`config.mk`:
```
export PLATFORM = sky130hd
export DESIGN_NAME = sort_mem_arbiter
export DESIGN_NICKNAME = d
export VERILOG_FILES = /design/src/rtl/sort_pkg.sv /design/src/rtl/arb_burst_cnt.sv /design/src/rtl/sort_mem_arbiter.sv
export SDC_FILE = /design/constraint.sdc
export NUM_CORES = 1
export LEC_CHECK = 0
export CORE_MARGIN = 2
export CORE_UTILIZATION = 29
export CTS_CLUSTER_DIAMETER = 80
export DETAILED_ROUTE_END_ITERATION = 8
export PLACE_DENSITY = 0.85
export SLEW_MARGIN = 15
export SYNTH_ARGS = -nofsm -noshare
export SYNTH_HDL_FRONTEND = slang
export SYNTH_SLANG_ARGS = --single-unit
```
`constraint.sdc`:
```
create_clock -name clk -period 3.5 [get_ports clk]
set_input_delay 0.7 -clock clk [delete_from_list [all_inputs] [get_ports clk]]
set_output_delay 0.7 -clock clk [all_outputs]
set_load 0.02 [all_outputs]
```
`src/rtl/sort_pkg.sv`:
```
// Shared types and widths for the sort-memory arbiter.
package sort_pkg;
    localparam int ADDR_W = 5;
    localparam int DATA_W = 8;

    typedef enum logic [1:0] {IDLE, LAUNCH, SORT} arb_state_t;
    typedef enum logic {OWN_HOST, OWN_SRT} owner_t;
endpackage

```
`src/rtl/arb_burst_cnt.sv`:
```
// Saturating consecutive-grant counter with synchronous clear; sat flags MAX reached.
module arb_burst_cnt #(
    parameter int MAX = 8,
    localparam int W = $clog2(MAX + 1)
) (
    input  logic clk,
    input  logic rst,
    input  logic clr,
    input  logic inc,
    output logic sat
);
    logic [W-1:0] cnt_q, cnt_d;

    assign sat = (cnt_q == W'(MAX));

    always_comb begin
        cnt_d = cnt_q;
        if (clr)
            cnt_d = '0;
        else if (inc && !sat)
            cnt_d = cnt_q + W'(1);
    end

    always_ff @(posedge clk or posedge rst) begin
        if (rst) cnt_q <= '0;
        else     cnt_q <= cnt_d;
    end
endmodule

```
`src/rtl/sort_mem_arbiter.sv`:
```
// Shares the single-port sort memory between the host port and the sorter, and sequences sort jobs.
// Define ARB_FAIR_EN to let host reads interleave with the sorter every MAX_BURST grants.
module sort_mem_arbiter
    import sort_pkg::*;
#(
    parameter int ADDR_W    = sort_pkg::ADDR_W,
    parameter int DATA_W    = sort_pkg::DATA_W,
    parameter int MAX_BURST = 8
) (
    input  logic              clk,
    input  logic              rst,
    input  logic              job_start,
    output logic              job_busy,
    output logic              job_done,
    input  logic              host_req,
    input  logic              host_we,
    input  logic [ADDR_W-1:0] host_addr,
    input  logic [DATA_W-1:0] host_wdata,
    output logic              host_gnt,
    output logic [DATA_W-1:0] host_rdata,
    output logic              host_rvalid,
    output logic              srt_start,
    input  logic              srt_done,
    input  logic              srt_rd,
    input  logic              srt_wr,
    input  logic [ADDR_W-1:0] srt_addr,
    input  logic [DATA_W-1:0] srt_wdata,
    output logic              srt_gnt,
    output logic [DATA_W-1:0] srt_rdata,
    output logic              mem_rd,
    output logic              mem_wr,
    output logic [ADDR_W-1:0] mem_addr,
    output logic [DATA_W-1:0] mem_wdata,
    input  logic [DATA_W-1:0] mem_rdata
);
    if (MAX_BURST < 1) begin : g_bad_burst
        $error("MAX_BURST must be at least 1");
    end

    arb_state_t state_q, state_d;
    logic       busy_q, busy_d, done_q, done_d, start_q, start_d;
    logic       rd_pend_q, rd_pend_d;
    owner_t     owner_q, owner_d;
    logic       host_slot;

`ifdef ARB_FAIR_EN
    logic host_rd, burst_sat;
    assign host_rd = host_req & ~host_we;

    arb_burst_cnt #(.MAX(MAX_BURST)) u_burst (
        .clk (clk),
        .rst (rst),
        .clr ((state_q != SORT) | ~host_rd | host_gnt),
        .inc (srt_gnt),
        .sat (burst_sat)
    );

    // Host read takes the slot when the sorter is idle or has used up its burst.
    assign host_slot = host_rd & (burst_sat | ~(srt_rd | srt_wr));
`else
    assign host_slot = 1'b0;
`endif

    // Grants are combinational; gated by rst so nothing reaches memory during reset.
    always_comb begin
        host_gnt  = 1'b0;
        srt_gnt   = 1'b0;
        mem_rd    = 1'b0;
        mem_wr    = 1'b0;
        mem_addr  = host_addr;
        mem_wdata = host_wdata;
        if (!rst) begin
            case (state_q)
                IDLE: begin
                    host_gnt = host_req;
                    mem_rd   = host_req & ~host_we;
                    mem_wr   = host_req & host_we;
                end
                SORT: begin
                    if (host_slot) begin
                        host_gnt = 1'b1;
                        mem_rd   = 1'b1;
                    end else begin
                        srt_gnt   = srt_rd | srt_wr;
                        mem_wr    = srt_wr;
                        mem_rd    = srt_rd & ~srt_wr;
                        mem_addr  = srt_addr;
                        mem_wdata = srt_wdata;
                    end
                end
                default: ;
            endcase
        end
    end

    always_comb begin
        state_d   = state_q;
        busy_d    = busy_q;
        done_d    = done_q;
        start_d   = 1'b0;
        rd_pend_d = mem_rd;
        owner_d   = owner_q;
        if (mem_rd)
            owner_d = host_gnt ? OWN_HOST : OWN_SRT;
        case (state_q)
            IDLE: if (job_start) begin
                state_d = LAUNCH;
                busy_d  = 1'b1;
                done_d  = 1'b0;
                start_d = 1'b1;
            end
            LAUNCH: state_d = SORT;
            SORT: if (srt_done) begin
                state_d = IDLE;
                busy_d  = 1'b0;
                done_d  = 1'b1;
            end
            default: state_d = IDLE;
        endcase
    end

    always_ff @(posedge clk or posedge rst) begin
        if (rst) begin
            state_q   <= IDLE;
            busy_q    <= 1'b0;
            done_q    <= 1'b0;
            start_q   <= 1'b0;
            rd_pend_q <= 1'b0;
            owner_q   <= OWN_HOST;
        end else begin
            state_q   <= state_d;
            busy_q    <= busy_d;
            done_q    <= done_d;
            start_q   <= start_d;
            rd_pend_q <= rd_pend_d;
            owner_q   <= owner_d;
        end
    end

    assign job_busy    = busy_q;
    assign job_done    = done_q;
    assign srt_start   = start_q;
    assign host_rvalid = rd_pend_q & (owner_q == OWN_HOST);
    assign host_rdata  = mem_rdata;
    assign srt_rdata   = mem_rdata;

    a_srt_rdwr: assert property (@(posedge clk) disable iff (rst) !(srt_rd && srt_wr))
        else $error("srt_rd and srt_wr asserted together");
endmodule

```
; After elaboration in Yosys (flattened, before gate mapping)
; Cells that the tools add are included.
[word_totals]
ram_bits = 0
latchBits = 0
romBits = 0
wordCells = 46
inputBits = 42
memories = 0
reg_bits = 7
[op_classes]
n_reduce_logical = 4
n_eq_ne = 4
div_mod_pow = 0
muxes = 24
n_addsub = 0
order_cmp = 0
mul = 0
shifts = 0
n_bitwise = 8
[ops]
columns = cell, n
row1 = $mux W8, 2
row2 = $mux W1, 13
row3 = $mux W5, 2
row4 = $pmux W1 S2, 4
row5 = $pmux W2 S3, 1
row6 = $and A1 B1 Y1, 4
row7 = $mux W2, 2
row8 = $ne A2 B2 Y1 const B, 2
row9 = $not A1 Y1, 3
row10 = $reduce_and A3 Y1, 1
row11 = $eq A2 B1 Y1 const B, 1
row12 = $eq A2 B2 Y1 const B, 1
row13 = $logic_not A2 Y1, 1
row14 = $reduce_and A2 Y1, 1
row15 = $reduce_bool A2 Y1, 1
row16 = $or A1 B1 Y1, 1

; Logic depth before layout (Yosys ltp)
; Gate-level depths: netlist (run 1).
[logic_depth]
ltp_word = 4
mapped_depth = 5
ltp_nobuf = 3

; Least setup slack after synthesis (run 1)
; Ideal clock, no wire load.
[synth_timing]
path_type = input port to output port
from = input port rst
to = output port mem_addr[2]
cell_stages = 5
arrival_ps = 1665
path_slack_ps = 1135
required_time_ps = 2800
path_cell_list = inv_1 -> and3_1 -> buf_6 -> buf_12 -> mux2_4
[synth_between]
elab_chain_cells = 1
[synth_rtl]
columns = element, line
row1 = start: declaration, sort_mem_arbiter.sv:11  ; input logic rst,
row2 = $mux W5, sort_mem_arbiter.sv:72  ; if (!rst) begin
row3 = end: declaration, sort_mem_arbiter.sv:32  ; output logic [ADDR_W-1:0] mem_addr,
; No other way between the ends.

; Worst setup path after layout (run 1)
[layout_timing]
from = input port rst
to = output port mem_addr[4]
; The elaborated chain is that of the path after synthesis.

==> results of run 1 <==
[worst max-delay path: stages]
cell and delay, ps:
clkdlybuf4s50_1 490, inv_1 100, and3_1 150, buf_4 240, mux2_2 360, clkdlybuf4s50_1 540
[routing by layer]
metal / wire (um) / share of wire [%] / track usage [%] / vias up
li1: - / - / - / 303
met1: 690 / 36 / 14.7 / 278
met2: 824 / 43 / 24.7 / 44
met3: 319 / 17 / 5.75 / 9
met4: 66 / 3.5 / 12.3 / 0
met5: 0 / 0 / 0 / -
[power breakdown]
group          switching (mW)  internal [mW]
clock                  0.0313         0.0436
sequential             0.0375          0.113
combinational           0.146          0.188
total                   0.215          0.344
[Yosys cell counts]
cell | instances | area (um2)
buf_4 | 16 | 120
mux2_4 | 9 | 135
dfrtp_1 | 7 | 175
inv_1 | 5 | 18.8
mux2_2 | 4 | 45.0
o21ai_0 | 4 | 20.0
a21oi_1 | 3 | 15.0
nor2_1 | 3 | 11.3
and3_1 | 2 | 12.5
nor2b_1 | 2 | 12.5
nor3_1 | 2 | 10.0
a22oi_1 | 1 | 7.51
a32oi_1 | 1 | 8.76
buf_12 | 1 | 20.0
buf_6 | 1 | 11.3
clkbuf_1 | 1 | 3.75
inv_2 | 1 | 3.75
nand2_1 | 1 | 3.75
nand2b_1 | 1 | 6.26
nand3_1 | 1 | 5.00
nor4b_1 | 1 | 8.76
o21a_1 | 1 | 7.51
o41ai_1 | 1 | 8.76
[per-stage QoR]
step           setup WS (ps)  area, um2  utilization [%]  power, mW  std cells
6_report                 216       1130             51.7      0.559        138
2_1_floorplan           1140        671                -      0.371         69
3_5_place_dp             219       1110             50.5      0.488        134
4_1_cts                  217       1130             51.7      0.564        138
3_3_place_gp             266       1110             50.5      0.479        134
5_1_grt                  132       1130             51.7      0.598        138
[worst paths after layout]
| kind | start | to | depth (start not counted) |
|---|---|---|---|
| max | rst | mem_addr[4] | 6 |
| min | owner_q$_DFFE_PP0P_ | owner_q$_DFFE_PP0P_ | 2 |
| max reg2reg | state_q[1]$_DFFE_PP0P_ | rd_pend_q$_DFF_PP0_ | 3 |
| min reg2reg | owner_q$_DFFE_PP0P_ | owner_q$_DFFE_PP0P_ | 2 |
| max in group asynchronous | rst | rd_pend_q$_DFF_PP0_ | 3 |
| min in group asynchronous | rst | state_q[1]$_DFFE_PP0P_ | 3 |
[sequential cells by signal, summed over array words and instances (netlist names)]
signal / count
job_done: 1
srt_start: 1
job_busy: 1
owner_q: 1
state_q: 2
rd_pend_q: 1
[area by class of cell]
cell class | instances | area [um2]
fillers | 198 | 1060
repair buffers | 56 | 556
multi-input cells | 37 | 318
inverters | 6 | 22.5
flip-flops and latches | 7 | 175
clock buffers | 4 | 26.3
well taps | 28 | 35.0
[cell usage in the layout, fill, tap and decap left out]
| cell | Yosys | final |
|---|---|---|
| inv_1 | 5 | 5 |
| o21ai_0 | 4 | 4 |
| nor2_1 | 3 | 3 |
| a21oi_1 | 3 | 3 |
| o21a_1 | 1 | 1 |
| and3_1 | 2 | 2 |
| nor2b_1 | 2 | 2 |
| clkdlybuf4s50_1 | 0 | 54 |
| nor4b_1 | 1 | 1 |
| o41ai_1 | 1 | 1 |
| clkbuf_1 | 1 | 1 |
| inv_2 | 1 | 1 |
| dfrtp_1 | 7 | 7 |
| a22oi_1 | 1 | 1 |
| nand2b_1 | 1 | 1 |
| clkbuf_4 | 0 | 3 |
| nor3_1 | 2 | 2 |
| buf_4 | 16 | 2 |
| mux2_4 | 9 | 9 |
| a32oi_1 | 1 | 1 |
| nand2_1 | 1 | 1 |
| nand3_1 | 1 | 1 |
| mux2_2 | 4 | 4 |
[kinds of logic after synthesis]
group,count (synthesis),synth area share (%)
buffers and inverters,25,26.5
DFF,7,26.1
AOI/OAI and AO/OA,11,10.1
and+or+nand+nor,13,10.4
muxes,13,26.9
==> flow_metrics.tcl, run 1 <==
set metrics [dict create \
    antenna_found_initial 0 \
    postCtsSetupRepairBufs 0 \
    setup_repair_after_global_routing_missed_its_margin "no" \
    synthToLayoutAreaGrowth_pct 68.8 \
    global_route.overflow_total 0 \
    endpoint_type_of_the_worst_setup_path "primary output" \
    timing.hold.worst.class "register to register" \
    detail_route.iter0.violations 10 \
    regToRegSetupSlack_ps 2370 \
    timing.critical_path.required_ps 2800 \
    power.ir.vdd_worst_mv 0.361 \
    grt_util_all_layers_pct 15.0 \
    max_freq_mhz 305 \
    status "finished clean" \
    fp.dieH_um 52.1 \
    timing_hold_violations_final 0 \
    routed_wl_mm 1.90 \
    grt_max_degree 15 \
    timing_worst_setup_path_type "input port to primary output" \
    ioPinCount 79 \
    final_period_minus_worst_setup_slack_ps 3280 \
    setup-violations-final 0 \
    route.detailed.vias_per_inst 4.59 \
    timing.max_slew.rel_slack_pct 80.0 \
    core_area_mm2 0.00219 \
    clock_insertion_delay_worst_skew_ps 260 \
    port_buffers 54 \
    post_synth_inst_count 69 \
    yosys_warning_count 0 \
    floorplan.die_area_mm2 0.00271 \
    cts_hold_buf 0 \
    share_of_layout_cells_above_drive_strength_1_pct 17.3 \
    route.detailed.drc 0 \
    max_cap_violations 0 \
    via_count 634 \
    clock_tree.buffer_depth 2 \
    die_width_um 52.1 \
    tritoncts.num_buffers 3 \
    finalNetCount 153 \
    clock_tree_from_tritoncts "done" \
    number_of_global_route_vias_before_repair 633 \
    worst_setup_path_start_kind "input port" \
    final.setup.tns_ps 0 \
    cts.sinks 7 \
    antenna-diode-count 0 \
    drt.antenna.violating_nets 0 \
    clk_pin_slew_ps 50 \
    final_min_period_over_clock_period_pct 93.8 \
    postSynthAreaPerCell_um2 9.72 \
    synth.net_count 111 \
    sequential_cell_area_fraction_in_the_yosys_report_pct 26.1 \
    hpwl_mm 1.58 \
    timing.critical_path.arrival_ps 2580 \
    timing_max_transition_violations_final 0 \
    detail_route.first_pass.iterations 4 \
    crit_fanout 14 \
    number_of_synthesized_register_bits 7 \
    rows 17 \
    clock-skew-final_ps 7.53 \
    post_cts_resized 0 \
    ctsRootBufferMaster "clkbuf_4" \
    gp_congestion 0.737 \
    number_of_library_cell_types_mapped_by_synthesis 23 \
    syn_std_cell_area_um2 671 \
    leakage_nw 0.474 \
    cts_htree_levels 1 \
    powerDensity_mw_per_mm2 494 \
    initial_core_util_pct 30.6 \
    first_pass_grt_wire_length_mm 2.87 \
    avgRoutedWirePerCell_um 13.8 \
    max_slew.worst_pin.slew_ps 301 \
    whs_ps 508 \
]
Power figures use the tool's default switching activity.
==> inputs of run 2 (changes only) <==
Settings changed: CTS_CLUSTER_SIZE set to 20.
==> results of run 2 <==
Same layout as run 1: the final DEF is identical, and so are final timing and power.
==> inputs of run 3 (changes only) <==
Settings changed: TNS_END_PERCENT set to 100.
==> results of run 3 <==
Same layout as run 1: the final DEF is identical, and so are final timing and power.
